--- config.mk ---
export PLATFORM = sky130hd
export DESIGN_NAME = cy_stream_source
export DESIGN_NICKNAME = d
export VERILOG_FILES = /design/src/rtl/cy_stream_source.sv
export SDC_FILE = /design/constraint.sdc
export NUM_CORES = 1
export LEC_CHECK = 0
export BUFFER_PORTS_ARGS = -buffer_cell sky130_fd_sc_hd__buf_4
export CORE_ASPECT_RATIO = 1.2
export CORE_UTILIZATION = 40
export DETAILED_ROUTE_END_ITERATION = 10
export PLACE_DENSITY = 0.71
export SLEW_MARGIN = 30
export SYNTH_ARGS = -nofsm -noshare
export SYNTH_HDL_FRONTEND = slang
export SYNTH_SLANG_ARGS = --single-unit
--- constraint.sdc ---
create_clock -name i_clk -period 4.5 [get_ports i_clk]
set_input_delay 0.45 -clock i_clk [delete_from_list [all_inputs] [get_ports i_clk]]
set_output_delay 0.45 -clock i_clk [all_outputs]
set_load 0.02 [all_outputs]
--- src/rtl/cy_stream_source.sv ---
// cy_stream_source: valid/ready burst traffic generator.
// Emits num_bursts bursts of burst_len incrementing words starting at seed,
// separated by gap_len idle cycles. All stream outputs are registered and
// independent of i_ready combinationally.
module cy_stream_source #(
  parameter int DW = 8,
  parameter int CW = 8
) (
  input  logic          i_clk,
  input  logic          i_reset,
  input  logic          i_start,
  input  logic [CW-1:0] i_burst_len,
  input  logic [CW-1:0] i_gap_len,
  input  logic [CW-1:0] i_num_bursts,
  input  logic [DW-1:0] i_seed,
  output logic          o_valid,
  input  logic          i_ready,
  output logic [DW-1:0] o_data,
  output logic          o_last,
  output logic          o_busy,
  output logic          o_done
);

  typedef enum logic [1:0] {
    S_IDLE,
    S_BURST,
    S_GAP
  } state_t;

  state_t        state_q, state_d;
  logic          valid_q, valid_d;
  logic [DW-1:0] data_q, data_d;
  logic          last_q, last_d;
  logic          busy_q, busy_d;
  logic          done_q, done_d;
  logic [CW-1:0] beat_cnt_q, beat_cnt_d;    // 1-based index of the presented beat
  logic [CW-1:0] gap_cnt_q, gap_cnt_d;      // idle cycles still to spend in GAP
  logic [CW-1:0] burst_cnt_q, burst_cnt_d;  // 1-based index of the current burst
  logic [CW-1:0] burst_len_q, burst_len_d;
  logic [CW-1:0] gap_len_q, gap_len_d;
  logic [CW-1:0] num_bursts_q, num_bursts_d;

  logic xfer;
  logic cfg_empty;
  logic final_burst;
  logic gap_expiring;

  assign xfer         = valid_q & i_ready;
  assign cfg_empty    = (i_burst_len == '0) | (i_num_bursts == '0);
  assign final_burst  = (burst_cnt_q == num_bursts_q);
  assign gap_expiring = (gap_cnt_q == CW'(1));

  // State and datapath registers with synchronous active-high reset.
  always_ff @(posedge i_clk) begin
    if (i_reset) begin
      state_q      <= S_IDLE;
      valid_q      <= 1'b0;
      data_q       <= '0;
      last_q       <= 1'b0;
      busy_q       <= 1'b0;
      done_q       <= 1'b0;
      beat_cnt_q   <= '0;
      gap_cnt_q    <= '0;
      burst_cnt_q  <= '0;
      burst_len_q  <= '0;
      gap_len_q    <= '0;
      num_bursts_q <= '0;
    end else begin
      state_q      <= state_d;
      valid_q      <= valid_d;
      data_q       <= data_d;
      last_q       <= last_d;
      busy_q       <= busy_d;
      done_q       <= done_d;
      beat_cnt_q   <= beat_cnt_d;
      gap_cnt_q    <= gap_cnt_d;
      burst_cnt_q  <= burst_cnt_d;
      burst_len_q  <= burst_len_d;
      gap_len_q    <= gap_len_d;
      num_bursts_q <= num_bursts_d;
    end
  end

  // Next-state selection.
  always_comb begin
    state_d = state_q;
    case (state_q)
      S_IDLE: begin
        if (i_start && !cfg_empty) state_d = S_BURST;
      end
      S_BURST: begin
        if (xfer && last_q) begin
          if (final_burst)             state_d = S_IDLE;
          else if (gap_len_q == '0)    state_d = S_BURST;
          else                         state_d = S_GAP;
        end
      end
      S_GAP: begin
        if (gap_expiring) state_d = S_BURST;
      end
      default: state_d = S_IDLE;
    endcase
  end

  // Next values of the registered outputs, counters and latched configuration.
  always_comb begin
    valid_d      = valid_q;
    data_d       = data_q;
    last_d       = last_q;
    busy_d       = busy_q;
    done_d       = 1'b0;
    beat_cnt_d   = beat_cnt_q;
    gap_cnt_d    = gap_cnt_q;
    burst_cnt_d  = burst_cnt_q;
    burst_len_d  = burst_len_q;
    gap_len_d    = gap_len_q;
    num_bursts_d = num_bursts_q;
    case (state_q)
      S_IDLE: begin
        if (i_start) begin
          burst_len_d  = i_burst_len;
          gap_len_d    = i_gap_len;
          num_bursts_d = i_num_bursts;
          if (cfg_empty) begin
            done_d = 1'b1;
          end else begin
            valid_d     = 1'b1;
            data_d      = i_seed;
            last_d      = (i_burst_len == CW'(1));
            busy_d      = 1'b1;
            beat_cnt_d  = CW'(1);
            burst_cnt_d = CW'(1);
            gap_cnt_d   = '0;
          end
        end
      end
      S_BURST: begin
        if (xfer) begin
          data_d = data_q + DW'(1);
          if (!last_q) begin
            beat_cnt_d = beat_cnt_q + CW'(1);
            last_d     = ((beat_cnt_q + CW'(1)) == burst_len_q);
          end else if (final_burst) begin
            valid_d     = 1'b0;
            last_d      = 1'b0;
            busy_d      = 1'b0;
            done_d      = 1'b1;
            beat_cnt_d  = '0;
            burst_cnt_d = '0;
            gap_cnt_d   = '0;
          end else if (gap_len_q == '0) begin
            // Back-to-back: first beat of the next burst follows immediately.
            beat_cnt_d  = CW'(1);
            last_d      = (burst_len_q == CW'(1));
            burst_cnt_d = burst_cnt_q + CW'(1);
          end else begin
            valid_d   = 1'b0;
            last_d    = 1'b0;
            gap_cnt_d = gap_len_q;
          end
        end
      end
      S_GAP: begin
        if (gap_expiring) begin
          valid_d     = 1'b1;
          beat_cnt_d  = CW'(1);
          last_d      = (burst_len_q == CW'(1));
          burst_cnt_d = burst_cnt_q + CW'(1);
          gap_cnt_d   = '0;
        end else begin
          gap_cnt_d = gap_cnt_q - CW'(1);
        end
      end
      default: begin
        valid_d = 1'b0;
        last_d  = 1'b0;
        busy_d  = 1'b0;
      end
    endcase
  end

  assign o_valid = valid_q;
  assign o_data  = data_q;
  assign o_last  = last_q;
  assign o_busy  = busy_q;
  assign o_done  = done_q;

endmodule
---- Word level (Yosys, flattened, before mapping) ----
Cells that the tools add are included.
cells by class
  eq/ne operators ......................... 18
  add/subtract/negate cells ............... 4
  reductions and logical operators ........ 18
  mux-type cells .......................... 58
  bitwise operators ....................... 3
operator list
  kind                                                                number
  8-bit 2-to-1 mux                                                    22
  8-bit case mux with 3 select lines                                  3
  8-bit by 1-bit adder with 8-bit output, second input constant       3
  8-bit by 1-bit == test with 1-bit output, second input constant     3
  8-bit logical NOT                                                   3
  6-bit AND reduction                                                 4
  1-bit 2-to-1 mux                                                    22
  8-bit == test                                                       2
  2-bit inequality test, second input constant                        8
  8-bit case mux with 2 select lines                                  1
  2-bit 2-to-1 mux                                                    5
  1-bit case mux with 3 select lines                                  3
  4-bit AND reduction                                                 2
  8-bit by 1-bit subtractor with 8-bit output, second input constant  1
  7-bit AND reduction                                                 1
  3-bit inequality test, second input constant                        2
  2-bit case mux with 3 select lines                                  1
  4-bit inequality test, second input constant                        1
  3-bit AND reduction                                                 1
  3-bit nonzero test                                                  1
  2-bit by 1-bit == test with 1-bit output, second input constant     1
  2-bit == test, second input constant                                1
  1-bit logical AND                                                   2
  2-bit logical NOT                                                   1
  other kinds (7)                                                     7
word-level totals
  output and inout port bits .............. 12
  bits of input ports ..................... 36
  register bits ........................... 62
  logic and storage cells ................. 113

---- Logic depth before layout (Yosys ltp) ----
  word-level depth ........................ 6
  gate-level depth with buffers ........... 10
  mapped depth without buffers ............ 8

---- Worst setup path before layout ----
OpenSTA, ideal clock, no wires.
  kind .................................... register to register
  start point ............................. register state_q[0]
  end point ............................... register beat_cnt_q[7]
  library setup time ...................... 0.070 ns
  path slack .............................. 2.205 ns
  cell stages (with the launch flop) ...... 8
  path buffers ............................ 0
  data arrival time ....................... 2.224 ns
  period minus slack after synthesis ...... 2.295 ns
  required time ........................... 4.430 ns
  cell sequence ........................... dfxtp_1 -> inv_1 -> ha_1 -> a22o_1 -> or2_2 -> or3_4 -> or4_1 -> a21oi_1
between the ends
  cells in the longest elaborated chain, start to end .. 3
  elaborated cells between the ends (all ways) .. 11
  classes of those cells .................. 7 x eq/ne; 1 x mux; 3 x reduce/logical
ends and longest elaborated chain
  what                                                                    line  text
  start: declaration                                                      30    state_t state_q, state_d;
  start signal: assignment                                                69    state_q <= state_d;
  2-bit by 1-bit == test with 1-bit output, or another cell as far along  118   case (state_q)
  4-bit inequality test (no source line), or another cell as far along    -
  6-bit AND reduction (no source line)                                    -
  end signal: assignment                                                  75    beat_cnt_q <= beat_cnt_d;
  end: declaration                                                        36    logic [CW-1:0] beat_cnt_q, beat_cnt_d;
Several ways; a longest one is shown, not always the timed one.
A chain may end at the register's enable or synchronous reset.

---- Worst setup path in the final report ----
  start point ............................. register state_q[1]
  end point ............................... register burst_cnt_q[7]
between the ends
  cells in the longest elaborated chain, start to end .. 3
  elaborated cells between the ends (all ways) .. 12
  classes of those cells .................. 8 x eq/ne; 1 x mux; 3 x reduce/logical
ends and longest elaborated chain
  what                                                                    line  text
  2-bit by 1-bit == test with 1-bit output, or another cell as far along  118
  3-bit inequality test (no source line), or another cell as far along    -
  7-bit AND reduction (no source line)                                    -
  end signal: assignment                                                  77    burst_cnt_q <= burst_cnt_d;
  end: declaration                                                        38    logic [CW-1:0] burst_cnt_q, burst_cnt_d;
Several ways; a longest one is shown, not always the timed one.

==> run summary <==
======================================================================================
Placed wire-length estimate                                                   6.287 mm
Avg Synthesized Cell Area                                                  7.675 sq um
Leakage component of the power                                                1.618 nW
Synthesis-stage register bit count                                                  62
FFs w/ async S/R, synth                                                             0%
Number of diodes added for antenna fixing                                            0
Cell with the most instances on the worst path                            sky130_fd_sc_hd__inv_1
Total count of hold-check failures in the final report                               0
Cell area after placement                                                   3889 sq um
Final setup vio count                                                                0
Clk sinks                                                                           62
Cells along the critical path                                             inv_1 -> ha_1 -> inv_1 -> nor2_1 -> or3_1 -> nor3_1 -> nand2_1 -> o2bb2ai_1
CTS H-tree depth                                                                     3
Number of gates resized after CTS                                                    0
Detailed-route DRC error count                                                       0
Clk_lat worst skew                                                             0.34 ns
Clock network power share                                                        24.8%
Switching part of the total power                                               39.83%
Number of distinct standard cells referenced by the synthesized netlist             56
CP startpoint kind                                                           flip-flop
TritonCTS clock tree                                                              done
Iteration-0 DRC count of the detailed router                                       212
Signal arrival time at the worst endpoint                                      3.68 ns
Required time of the critical path                                             4.76 ns
Critical Path End Type                                                       flip-flop
Proportion of layout cells with a drive suffix above 1                          14.95%
Core area                                                                   8288 sq um
Vias post-DR                                                                      3363
Net Sw Power                                                               0.0009851 W
Buffer levels on the longest clock path                                              2
Critical path peak fanout                                                           21
Area Growth Syn to Fin                                                          18.78%
Number of antenna violations at the first check in global routing                    0
Int Power                                                                   0.001488 W
Min Tclk post-route                                                           3.416 ns
Number of detailed-route iterations in the first pass                                4
P per Cell Area                                                           597.6 nW/um^2
Maximum number of pins on one net before global-route repair                        65
Effective utilization at floorplan                                              42.04%
Die Area                                                                    9091 sq um
Y dimension of the die                                                    104.2 microns
Top achievable clock speed                                                  0.2927 GHz
Final total negative setup slack                                                  0 ns
Port Buffers                                                                        47
Combinational fraction of design power                                           43.4%
Via-to-Cell Ratio                                                                5.522
Top_reg_cell synth                                                        sky130_fd_sc_hd__dfxtp_1
Part of the total power dissipated in sequential elements                        31.8%
Number of warnings reported in the yosys synthesis log                               0
Wire length of the first global-routing pass                                  14.77 mm
Horizontal die dimension                                                  87.21 microns
Remaining global-route overflow                                                      0
Worst hold path class                                                     input pin to flip-flop
Total nets after synthesis                                                         500
Max VDD drop                                                                 0.2289 mV
Number of post-CTS setup repair buffers                                              0
Nets@finish                                                                        536
Outcome                                                                   finished, final reports clean
Worst-margin pin slew                                                        0.9838 ns
All-Layer GR Usage                                                              20.57%
Max-slew violation count                                                             0
Buffer type at the clock tree root                                        sky130_fd_sc_hd__clkbuf_8
Final worst clock skew                                                     0.009690 ns
WL/cell                                                                   14.44 microns
Most common library cell in the layout ignoring fill and taps             sky130_fd_sc_hd__nand2_1
Number of flops mapped to enable cells by yosys                                      0
Number of filler instances in the final layout                                     872
Remaining number of nets flagged by the antenna check after routing                  0
Highest-count cells in the layout ignoring fill and taps                  sky130_fd_sc_hd__nand2_1, sky130_fd_sc_hd__dfxtp_1, sky130_fd_sc_hd__a21oi_1
Final RePlAce weighted congestion                                               0.8218
Rows                                                                                36
Start-to-end type of the worst setup path                                 flip-flop to flip-flop
Gate count after technology mapping                                                454
Netlist area before placement                                               3485 sq um
Post-Layout Inst Area                                                       4139 sq um
I/O Pins                                                                            48
Total clock buffers created by CTS                                                   9
Routed WL                                                                     8.796 mm
Max incr delay on CP                                                           0.82 ns
Number of hold buffers added after CTS                                               0
Fraction of the yosys area taken by sequential cells                            35.62%
Max-cap check violation count                                                        0
Worst relative slew slack                                                       33.91%
Final critical-path share of the clock period                                   75.92%
RSZ-0062 raised after global routing                                                no
Cell type of the slowest stage on the worst timing path                   sky130_fd_sc_hd__nor3_1
Clock slew at the register clock pins of the worst setup and hold paths        0.07 ns
Number of global-route vias before repair                                         3100
======================================================================================
path summary, 6_finish.rpt:
path | start | endpoint | slack, ns | cells past startpoint
worst max-delay path | state_q[1] | burst_cnt_q[7] | 1.08 | 8
worst min-delay path | i_gap_len[4] | gap_len_q[4] | 0.36 | 3
worst min register to register | num_bursts_q[4] | num_bursts_q[4] | 0.47 | 2
worst max register to register | state_q[1] | burst_cnt_q[7] | 1.08 | 8
critical path: cells and delay by family (launching register included):
| kind | cells | cell delay (ns) |
|---|---|---|
| buffers and inverters | 2 | 0.54 |
| AO/OA/AOI/OAI | 1 | 0.24 |
| adder cells (fa/ha/maj) | 1 | 0.44 |
| AND/OR/NAND/NOR | 4 | 1.73 |
| flip-flops | 1 | 0.39 |
flip-flops by register name (all words and copies together) (netlist names):
signal / cells
o_busy: 1
o_valid: 1
o_last: 1
burst_cnt_q: 8
num_bursts_q: 8
o_data: 8
gap_len_q: 8
o_done: 1
beat_cnt_q: 8
burst_len_q: 8
state_q: 2
gap_cnt_q: 8
cell families after synthesis:
| family | after synthesis | synth area share (%) |
|---|---|---|
| adder cells (fa/ha/maj) | 10 | 3.591 |
| flip-flops | 62 | 35.62 |
| buffers and inverters | 36 | 4.129 |
| AND/OR/NAND/NOR | 204 | 28.33 |
| XOR/XNOR | 22 | 5.529 |
| AO/OA/AOI/OAI | 117 | 21.94 |
| multiplexers | 3 | 0.8618 |
area by class of cell:
type	instances	area [sq um]	share of cell area [%]
multi-input cells	356	2101	50.76
flip-flops and latches	62	1241	29.99
repair buffers	47	352.8	8.525
clock buffers	13	158.9	3.839
well taps	114	142.6	3.446
clock inverters	3	90.09	2.177
inverters	14	52.55	1.270
power by group through the flow:
| stage | clock network, W | logic (W) | registers, W |
|---|---|---|---|
| after CTS | 0.000628 | 0.00107 | 0.000786 |
| after global routing | 0.000652 | 0.00120 | 0.000802 |
| after detailed placement | 0 | 0.00107 | 0.000796 |
| after global placement | 0 | 0.00104 | 0.000790 |
| final | 0.000614 | 0.00107 | 0.000785 |
| after floorplan | 0 | 0.000800 | 0.000806 |
synth_stat cells, types with 2 or more instances:
cell                        instances  area share, %
sky130_fd_sc_hd__nand2b_1           4           0.72
sky130_fd_sc_hd__ha_1              10            3.6
sky130_fd_sc_hd__a211oi_1          10            2.2
sky130_fd_sc_hd__xor2_1            12            3.0
sky130_fd_sc_hd__mux2i_1            3           0.86
sky130_fd_sc_hd__nor2_1            44            4.7
sky130_fd_sc_hd__and3_1             4           0.72
sky130_fd_sc_hd__or3_1              6            1.1
sky130_fd_sc_hd__o21a_1             5            1.1
sky130_fd_sc_hd__clkbuf_1          20            2.2
sky130_fd_sc_hd__nand4_1            2           0.36
sky130_fd_sc_hd__nand3_1           15            2.2
sky130_fd_sc_hd__or4_1              6            1.3
sky130_fd_sc_hd__a21boi_0           4           0.86
sky130_fd_sc_hd__inv_1             14            1.5
sky130_fd_sc_hd__o2bb2ai_1          2           0.50
sky130_fd_sc_hd__xnor2_1           10            2.5
sky130_fd_sc_hd__nor3b_1            3           0.65
sky130_fd_sc_hd__and2_1             3           0.54
sky130_fd_sc_hd__or2_2              5           0.90
sky130_fd_sc_hd__nor2b_1            3           0.54
sky130_fd_sc_hd__nor3_1            15            2.2
sky130_fd_sc_hd__a21oi_1           51            7.3
sky130_fd_sc_hd__a31oi_1            3           0.54
sky130_fd_sc_hd__o21ai_0           14            2.0
sky130_fd_sc_hd__nand2_1           77            8.3
sky130_fd_sc_hd__o211ai_1           2           0.43
sky130_fd_sc_hd__a211o_1            2           0.50
sky130_fd_sc_hd__o32ai_1            9            2.3
sky130_fd_sc_hd__dfxtp_1           62             36
sky130_fd_sc_hd__nor4_1             9            1.6
routing by layer:
| metal | GRT usage [%] | share of wire, % | up-vias |
|---|---|---|---|
| met2 | 33.58 | 49 | 62 |
| met3 | 4.762 | 5.3 | 10 |
| li1 | - | - | 1696 |
| met5 | 0 | 0 | - |
| met1 | 26.16 | 44 | 1595 |
| met4 | 7.494 | 1.4 | 0 |
through the flow:
stage          hold WS, ns  setup slack [ns]  total power [W]  utilization, %  std cells
6_report            0.3562             1.084         0.002473           49.94        609
3_3_place_gp        0.4573             1.229         0.001833           46.92        593
4_1_cts             0.3457             1.086         0.002488           49.92        609
2_1_floorplan       0.4444             2.205         0.001606               -        454
5_1_grt             0.3341            0.7745         0.002660           49.94        609
3_5_place_dp        0.4645             1.064         0.001866           46.92        593
Note: power is estimated with default switching activity, not from simulation.
